==> src/rtl/enc_link_decoder.sv <==
// Receive side of the encoded link: buffers {any, code} pairs from the
// 8-to-3 encoder and expands the head entry back to a one-hot vector.
module enc_link_decoder #(
   parameter int DEPTH = 4,
   parameter int CW    = 3
) (
   input  logic                      CLK,
   input  logic                      RST_N,
   input  logic [CW-1:0]             put_code,
   input  logic                      put_any,
   input  logic                      EN_put,
   output logic                      RDY_put,
   input  logic                      EN_get,
   output logic                      RDY_get,
   output logic [(1<<CW)-1:0]        get,
   output logic [$clog2(DEPTH):0]    mv_count,
   output logic                      mv_err
);

   localparam int AW = $clog2(DEPTH);
   localparam int NW = AW + 1;
   localparam int NL = 1 << CW;

   logic [CW:0]   mem [DEPTH];
   logic [AW-1:0] wp;
   logic [AW-1:0] rp;
   logic [NW-1:0] count;
   logic          err;

   logic          do_put;
   logic          do_get;
   logic          bad_put;
   logic          bad_get;

   logic [CW:0]   head;
   logic          head_any;
   logic [CW-1:0] head_code;

   // Ready flags come from registered occupancy only, never from the strobes.
   assign RDY_put = (count != NW'(DEPTH));
   assign RDY_get = (count != '0);

   assign do_put  = EN_put && RDY_put;
   assign do_get  = EN_get && RDY_get;
   assign bad_put = EN_put && !RDY_put;
   assign bad_get = EN_get && !RDY_get;

   always_ff @(posedge CLK or negedge RST_N) begin
      if (!RST_N) begin
         wp <= '0;
      end else if (do_put) begin
         wp <= wp + 1'b1;
      end
   end

   always_ff @(posedge CLK or negedge RST_N) begin
      if (!RST_N) begin
         rp <= '0;
      end else if (do_get) begin
         rp <= rp + 1'b1;
      end
   end

   always_ff @(posedge CLK or negedge RST_N) begin
      if (!RST_N) begin
         count <= '0;
      end else begin
         unique case ({do_put, do_get})
            2'b10:   count <= count + 1'b1;
            2'b01:   count <= count - 1'b1;
            default: count <= count;
         endcase
      end
   end

   always_ff @(posedge CLK or negedge RST_N) begin
      if (!RST_N) begin
         err <= 1'b0;
      end else if (bad_put || bad_get) begin
         err <= 1'b1;
      end
   end

   // Storage carries no reset; stale slots are never visible past RDY_get.
   always_ff @(posedge CLK) begin
      if (do_put) begin
         mem[wp] <= {put_any, put_code};
      end
   end

   assign head      = mem[rp];
   assign head_any  = head[CW];
   assign head_code = head[CW-1:0];

   always_comb begin
      get = '0;
      for (int i = 0; i < NL; i++) begin
         get[i] = RDY_get && head_any && (head_code == CW'(i));
      end
   end

   assign mv_count = count;
   assign mv_err   = err;

endmodule

==> config.mk <==
export PLATFORM = sky130hd
export DESIGN_NAME = enc_link_decoder
export DESIGN_NICKNAME = d
export VERILOG_FILES = /design/src/rtl/enc_link_decoder.sv
export SDC_FILE = /design/constraint.sdc
export NUM_CORES = 1
export LEC_CHECK = 0
export BUFFER_PORTS_ARGS = -buffer_cell sky130_fd_sc_hd__buf_2
export CAP_MARGIN = 20
export CORE_MARGIN = 2
export CORE_UTILIZATION = 56
export CTS_BUF_LIST = sky130_fd_sc_hd__clkbuf_2
export DETAILED_ROUTE_END_ITERATION = 8
export GPL_TIMING_DRIVEN = 0
export PLACE_DENSITY = 0.85
export SLEW_MARGIN = 10
export SYNTH_ARGS = -nofsm -noshare
export SYNTH_HDL_FRONTEND = slang
export SYNTH_SLANG_ARGS = --single-unit
==> constraint.sdc <==
create_clock -name CLK -period 2.2 [get_ports CLK]
set_input_delay 0 -clock CLK [delete_from_list [all_inputs] [get_ports CLK]]
set_output_delay 0 -clock CLK [all_outputs]
set_load 0.005 [all_outputs]
==> results_dict.tcl, run 1 <==
set metrics [dict create \
    ys_async_sr_fraction 0.3333 \
    drc 0 \
    area_growth_pct 25.08 \
    yosysWarnings 0 \
    htreeDepth 1 \
    wl_um 1870 \
    syn_area_sq_um 1177 \
    relSlewSlack 0.7265 \
    nNetsFinal 133 \
    cts_tree "yes" \
    fin_ws_ns 0.1436 \
    n_antenna_cell 0 \
    grt_pass1_wl_um 3146 \
    syn_area_per_cell_sq_um 14.02 \
    cts_setup_buffers 0 \
    path_class "register to register" \
    synth_cell_types 22 \
    clkLatencyLatePin_ns 0.33 \
    layout-drive-gt1-share 0.3390 \
    rr_worst_depth 9 \
    clock_skew_ns 0.01537 \
    numCtsBuffers 3 \
    finalCriticalPeriod_ns 2.056 \
    maxSlewViolCount 0 \
    syn_inst 84 \
    worstPathRequired_ns 2.48 \
    vias_per_cell 4.952 \
    hp-class "primary input to register" \
    final_common_cell "buf_2" \
    status "completed" \
    gp_congestion 0.6918 \
    pre_cts_ws_ns 0.03911 \
    grt_max_degree 15 \
    root_buffer "clkbuf_2" \
    fp.coreArea_sq_um 1982 \
    ant_nets 0 \
    cp-start-kind "register" \
    grt.busiest_layer "met2" \
    power.density_nw_per_um2 1197 \
    ys.flop_type "edfxtp_1" \
    fin_crit_sh 0.9347 \
    antenna_found_initial 0 \
    min_path_cells 2 \
    layout_common_cells "buf_2, edfxtp_1, dlygate4sd3_1, inv_1, nor3_1" \
    port_buffers 21 \
    synth-seq-cells 24 \
    cap_violations 0 \
    grt_use_met2 0.2689 \
    leakage_nw 0.6197 \
    critPathMaxFanout 7 \
    wl_per_cell_um 12.90 \
    cp-end-kind "register" \
    initial_core_util 0.5941 \
    track_usage 0.1686 \
    dr_total_vias 718 \
    die_w_um 49.85 \
    use_met1 0.2428 \
    met3_usage 0.03636 \
    synth_edf_count 16 \
    clk_pin_slew_ns 0.23 \
    total_power_w 0.001762 \
    tightest_slew_ns 0.4090 \
    dr.first_iter.drc_count 7 \
    hpwl_um 1424 \
    ioPinCount 22 \
    vdd_drop_max_mv 0.6878 \
    clockBufferDepth 2 \
    die_h_um 49.85 \
    clock_sinks 24 \
    syn_nets 98 \
    grt.overflow.total 0 \
    setup_violations 0 \
    dr.pass1.iters 2 \
    final_hold_viol_count 0 \
    yosysSeqAreaShare 0.5781 \
    die-area_sq_um 2485 \
    max_freq_mhz 486.3 \
    rows 16 \
    crit_arrival_ns 2.33 \
    grt_pass1_vias 681 \
]
registers in the layout, summed over array words and instances (netlist names):
signal    count
mem          16
mv_count      3
mv_err        1
rp            2
wp            2
report_power, final:
group	internal, W	leakage (nW)	switching [W]	total (W)
sequential	0.000623	0.235	0.0000934	0.000716
clock	0.000157	0.0266	0.000128	0.000285
combinational	0.000382	0.358	0.000380	0.000762
final timing paths:
| check | start | endpoint | slack (ns) |
|---|---|---|---|
| max | mv_count[1] | mv_count[2] | 0.14 |
| min | put_code[1] | mem[3][1] | 0.41 |
| max reg2reg | mv_count[1] | mv_count[2] | 0.14 |
| min reg2reg | mv_count[0] | mv_count[0] | 0.58 |
| max in group asynchronous | RST_N | mv_count[1] | 1.30 |
| min in group asynchronous | RST_N | wp[0] | 0.60 |
stage by stage:
| step | hold WS, ns | cell area [sq um] | setup TNS (ns) | utilization | std cells |
|---|---|---|---|---|---|
| CTS | 0.3922 | 1456 | 0 | 0.7348 | 145 |
| finish | 0.4093 | 1473 | 0 | 0.7431 | 145 |
| global route | 0.3740 | 1473 | -0.01882 | 0.7431 | 145 |
| detailed placement | -0.1444 | 1316 | 0 | 0.6641 | 132 |
| floorplan | -0.2956 | 1177 | 0 | - | 84 |
| global placement | -0.1481 | 1316 | 0 | 0.6641 | 132 |
cell usage after synthesis (3+ instances only):
master    number  area (sq um)
and2_1         5         31.28
dfrtp_1        8         200.2
edfxtp_1      16         480.5
ha_1           5         62.56
inv_1          8         30.03
mux2i_1        4         40.04
nand2_1        5         18.77
nor3_1         9         45.04
or2b_2         4         35.03
xnor2_1        3         26.28
xor2_1         3         26.28
final cells by class:
class / instances / area, sq um
Fill cell: 134 / 509.2
Buffer: 2 / 22.52
Multi-Input combinational cell: 50 / 462.9
Clock buffer: 3 / 15.01
Timing Repair Buffer: 30 / 195.2
Sequential cell: 24 / 683.2
Inverter: 8 / 30.03
Tap cell: 27 / 33.78
Clock inverter: 1 / 30.03
repair_timing:
action,CTS,global route
setup endpoints to repair,1,1
gates resized for setup,1,5
endpoints found under the hold margin,26,0
hold buffers,9,0
metal layers:
layer	part of all wire	wire [um]
met3	0.035	65
met1	0.47	876
met4	0	0
met5	0	0
met2	0.50	929
kinds of logic after synthesis:
kind of cell	Yosys count	synth area share
compound gates	1	0.008502
xor+xnor	6	0.04464
fa+ha+maj	6	0.07014
buf+inv	10	0.04463
flops	24	0.5781
mux	9	0.1169
simple gates	28	0.1371
critical path, cell delays in order, from the launching register on:
cell and delay [ns]:
dfrtp_2 0.50, nor3b_4 0.25, nor2b_2 0.12, inv_1 0.07, ha_1 0.18, inv_1 0.06, fa_1 0.37, xor2_1 0.15
nor2_1 0.12, xor2_1 0.18
No activity file was read; power rests on OpenSTA's default activity.
==> run 2: changes to the inputs <==
- CORE_UTILIZATION: 56 -> 40
- PLACE_DENSITY: 0.85 -> 0.66
==> run 2 against run 1 <==
Core utilization shrank 23 points. Final area is 2.6% lower. Combinational power shrank 2%. Critical path depth unchanged. Critical path type unchanged. Via count grew 2.6%. Register-to-register slack barely moved. Setup slack better by 0.0061 ns. Global-route usage shrank 3.6 points. Die area grew 37%. Sequential share of layout area grew 1.1 points. Sequential power down 0.8%.
==> results_dict.tcl, run 2 (synthesis results as in run 1) <==
set metrics [dict create \
    status "completed" \
    fin_area_sq_um 1434 \
    finalCriticalPeriod_ns 2.050 \
    drc 0 \
    hp-class "primary input to asynchronous set/reset pin" \
    area_growth_pct 21.79 \
    dr.first_iter.drc_count 30 \
    cp-start-kind "register" \
    setup_violations 0 \
    ant_nets 0 \
    wl_per_cell_um 13.89 \
    grt_max_degree 14 \
    placed_area_sq_um 1321 \
    rsz0062_at_grt "false" \
    clkLatencyLatePin_ns 0.32 \
    hpwl_um 1513 \
    vdd_drop_max_mv 0.8584 \
    layout-drive-gt1-share 0.3248 \
    fin_crit_sh 0.9319 \
    cp-end-kind "register" \
    die_h_um 58.26 \
    slowest_delay_ns 0.50 \
    clock_power_share 0.102 \
    rows 19 \
    total_power_w 0.001622 \
    clockBufferDepth 2 \
    r2r_start "mv_count[0]" \
    max_freq_mhz 487.8 \
    worstPathRequired_ns 2.47 \
    setup-tns-final_ns 0 \
    crit_path_cell_trace "nor3b_2 > nor2b_2 > inv_1 > ha_1 > inv_1 > fa_1 > xor2_1 > nor2_1 > xor2_1" \
    largest_register_ffs 16 \
    wl_um 2055 \
    cap_violations 0 \
    regMostFlops "mem" \
    final_hold_viol_count 0 \
    dr.pass1.iters 4 \
    maxSlewViolCount 0 \
    antenna_found_initial 0 \
    cts_tree "yes" \
    clk_pin_slew_ns 0.20 \
    critPathMaxFanout 7 \
    power.density_nw_per_um2 1131 \
    clock_skew_ns 0.01037 \
    root_buffer "clkbuf_2" \
    layout_common_cells "buf_2, edfxtp_1" \
    cp-startpoint "mv_count[0]" \
    track_usage 0.1329 \
    leakage_nw 0.6046 \
    die-area_sq_um 3394 \
    grt_pass1_vias 768 \
    crit_arrival_ns 2.32 \
    fp.coreArea_sq_um 2781 \
    numCtsBuffers 3 \
    slowest_stage "dfrtp_1" \
    p_int_w 0.001041 \
    gp_congestion 0.7258 \
    ioPinCount 22 \
    grt.overflow.total 0 \
    dr_total_vias 737 \
    htreeDepth 1 \
    netSwitchingPower_w 0.0005814 \
    clock_sinks 24 \
    seqPwrFrac 0.437 \
    grt_pass1_wl_um 3408 \
    vias_per_cell 4.980 \
    n_antenna_cell 0 \
    final_common_cell "buf_2" \
    pwr-share-comb 0.461 \
    die_w_um 58.26 \
    fillerInstances 247 \
    port_buffers 21 \
    relSlewSlack 0.7794 \
    path_class "register to register" \
    nNetsFinal 132 \
    swShare 0.3584 \
    tightest_slew_ns 0.3217 \
    initial_core_util 0.4233 \
]
[run 2: cell count changes in the layout (fill, tap and decap cells not counted), sizes merged]
cell | before | now
clkbuf | 3 | 4
dlygate4sd3 | 9 | 8
bufinv | 1 | 0
[run 2: metrics by stage]
| step | util | cells | hold WS, ns | worst slack [ns] |
|---|---|---|---|---|
| 6_report | 0.5155 | 148 | 0.01430 | 0.1498 |
| 5_1_grt | 0.5155 | 148 | 0.006602 | 0.007200 |
| 4_1_cts | 0.5110 | 148 | 0.004973 | 0.02106 |
| 3_5_place_dp | 0.4750 | 136 | -0.1468 | 0.07780 |
| 3_3_place_gp | 0.4750 | 136 | -0.1469 | 0.1031 |
| 2_1_floorplan | - | 84 | -0.2956 | 0.2295 |
[run 2: what timing repair did]
action | 4_1_cts | 5_1_grt
setup buffers | 0 | 0
resized for setup | 0 | 3
hold endpoints to repair | 26 | 0
setup endpoints to repair | 0 | 2
hold buffers | 8 | 0
[run 2: path summary, 6_finish.rpt]
| path | endpoint | slack [ns] | cells past startpoint |
|---|---|---|---|
| max | mv_count[2] | 0.15 | 9 |
| min | mv_err | 0.01 | 2 |
| max reg2reg | mv_count[2] | 0.15 | 9 |
| min reg2reg | mv_count[2] | 0.57 | 1 |
| max in group asynchronous | mv_count[1] | 2.02 | 2 |
| min in group CLK | mem[1][0] | 0.42 | 2 |
[run 2: worst max-delay path, delay by kind of cell (launching register included)]
kind | cells | cell delay (ns)
xor gates and xnor gates | 2 | 0.30
buffers and inverters | 2 | 0.14
DFF | 1 | 0.50
and+or+nand+nor | 3 | 0.51
adders and majority gates | 2 | 0.55
[run 2: power groups by stage]
stage | logic (W) | clock network, W | registers, W
6_report | 0.000747 | 0.000166 | 0.000710
5_1_grt | 0.000849 | 0.000192 | 0.000725
4_1_cts | 0.000751 | 0.000172 | 0.000697
3_5_place_dp | 0.000737 | 0 | 0.000709
3_3_place_gp | 0.000707 | 0 | 0.000698
2_1_floorplan | 0.000545 | 0 | 0.000694
[run 2: routing by layer]
metal / share of wire / track usage
met1: 0.42 / 0.1662
met2: 0.53 / 0.2321
met3: 0.037 / 0.02009
met4: 0.010 / 0.04983
met5: 0 / 0
[run 2: area by class of cell]
type                            count  area [sq um]  area share
Buffer                              2         22.52     0.01571
Tap cell                           31         38.79     0.02705
Sequential cell                    24         680.7      0.4747
Timing Repair Buffer               29         185.2      0.1291
Clock buffer                        4         20.02     0.01396
Multi-Input combinational cell     50         456.7      0.3185
Inverter                            8         30.03     0.02094
==> run 3: changes to the inputs <==
- CORE_MARGIN: 2 -> unset
- REMOVE_ABC_BUFFERS: unset -> 1
==> run 3 against run 2 <==
Sequential share of layout area rose by 0.34 points. Setup slack improved by 0.0036 ns. Clock skew rose by 0.019 ns. Die area fell by 6.7%. Maximum frequency rose by 0.17%. Non-clock buffer count fell by 1. Flip-flop and latch count did not move. Hold slack improved by 0.39 ns. Critical endpoint unchanged.
==> results_dict.tcl, run 3 (synthesis results as in run 1) <==
set metrics [dict create \
    regMostFlops "mem" \
    rows 19 \
    dr.first_iter.drc_count 12 \
    vias_per_cell 4.816 \
    path_buf_inv 2 \
    layout_common_cells "buf_2, edfxtp_1, dlygate4sd3_1, inv_1, nor3_1" \
    crit_path_cell_trace "nor3b_4 > nor2b_2 > inv_1 > ha_1 > inv_1 > fa_1 > xor2_1 > nor2_1 > xor2_1" \
    r2r_end "mv_count[2]" \
    nNetsFinal 131 \
    die_w_um 56.26 \
    grt.overflow.total 0 \
    setup-tns-final_ns 0 \
    wl_per_cell_um 12.57 \
    dr_total_vias 708 \
    cap_violations 0 \
    path_class "register to register" \
    vdd_drop_max_mv 0.6746 \
    worstPathRequired_ns 2.47 \
    cp-start-kind "register" \
    track_usage 0.1286 \
    n_antenna_cell 0 \
    initial_core_util 0.4233 \
    cp-end-kind "register" \
    grt_pass1_wl_um 3070 \
    maxSlewViolCount 0 \
    fp.coreArea_sq_um 2781 \
    clk_pin_slew_ns 0.22 \
    relSlewSlack 0.7313 \
    layoutNonFillerInstCount 147 \
    grt_pass1_vias 680 \
    port_buffers 21 \
    rr_worst_depth 9 \
    area_growth_pct 21.36 \
    root_buffer "clkbuf_2" \
    wl_um 1848 \
    worstHoldEndpoint "mem[3][0]" \
    final_hold_viol_count 0 \
    grt_max_degree 14 \
    ant_nets 0 \
    clock_skew_ns 0.02898 \
    die-area_sq_um 3165 \
    drc 0 \
    fin_ws_ns 0.1533 \
    fin_util 0.5137 \
    crit_arrival_ns 2.32 \
    cts_tree "yes" \
    setup_violations 0 \
    slowest_delay_ns 0.51 \
    antenna_found_initial 0 \
    path_delay_family "adder cells" \
    die_h_um 56.26 \
    regArea_sq_um 683.2 \
    multi_input_area_sq_um 462.9 \
    numCtsBuffers 3 \
    slowest_stage "dfrtp_2" \
    dr.pass1.iters 3 \
    min_path_cells 2 \
    total_power_w 0.001575 \
    tightest_slew_ns 0.4017 \
    power.density_nw_per_um2 1103 \
    largest_register_ffs 16 \
    max_freq_mhz 488.6 \
    clock_sinks 24 \
    layout-drive-gt1-share 0.3190 \
    fillerInstances 248 \
    fin_crit_sh 0.9303 \
    leakage_nw 0.5950 \
    clockBufferDepth 2 \
    dp_cells 134 \
    reg2reg_slack_ns 0.15 \
    r2r_start "mv_count[0]" \
    htreeDepth 1 \
    status "completed" \
    hpwl_um 1384 \
    hp-class "primary input to register" \
    min-delay-start "put_code[0]" \
    gp_congestion 0.7298 \
    pre_cts_ws_ns 0.05434 \
    critPathMaxFanout 7 \
    ioPinCount 22 \
    final_common_cell "buf_2" \
    finalCriticalPeriod_ns 2.047 \
    clkLatencyLatePin_ns 0.32 \
]
run 3: cell count changes in the layout (fill, tap and decap cells not counted), sizes merged:
cell         delta
buf             -2
clkbuf          -1
clkinv          +1
dlygate4sd3     +1
run 3: routing by layer:
metal,global-route usage,share of wire,up-vias
li1,-,-,359
met1,0.1695,0.45,335
met2,0.2160,0.51,12
met3,0.02995,0.033,2
met4,0.03136,0.0070,0
met5,0,0,-
run 3: power breakdown:
group | internal, W | leakage [nW] | total (W) | switching, W
sequential | 0.000623 | 0.235 | 0.000752 | 0.000129
combinational | 0.000345 | 0.346 | 0.000666 | 0.000320
clock | 0.0000395 | 0.0140 | 0.000158 | 0.000118
run 3: area by class of cell:
type                       instances  share of cell area
tap                               31             0.02715
inverter                           8             0.02102
timing repair buffer              30              0.1366
clock buffer                       3             0.01051
sequential                        24              0.4781
multi-input combinational         50              0.3240
clock inverter                     1            0.002627
run 3: how the worst max path moves through the flow:
stage	start	endpoint	cells past startpoint
final	mv_count[0]	mv_count[2]	9
after global routing	mv_count[0]	mv_count[2]	9
after CTS	rp[0]	get[1]	4
after detailed placement	mv_count[0]	mv_count[2]	9
after global placement	mv_count[0]	mv_count[2]	9
after floorplan	mv_count[0]	mv_count[2]	9
run 3: through the flow:
stage	hold slack (ns)	area, sq um
2_1_floorplan	-0.2956	1155
3_3_place_gp	-0.1446	1299
3_5_place_dp	-0.1427	1299
4_1_cts	0.3954	1413
5_1_grt	0.3886	1429
6_report	0.4063	1429
run 3: timing repair:
action,in CTS,in global routing
endpoints found under the hold margin,26,0
buffers inserted,0,0
hold buffers,9,0
setup endpoints to repair,1,3
gates resized for setup,1,5
pin swaps,0,1
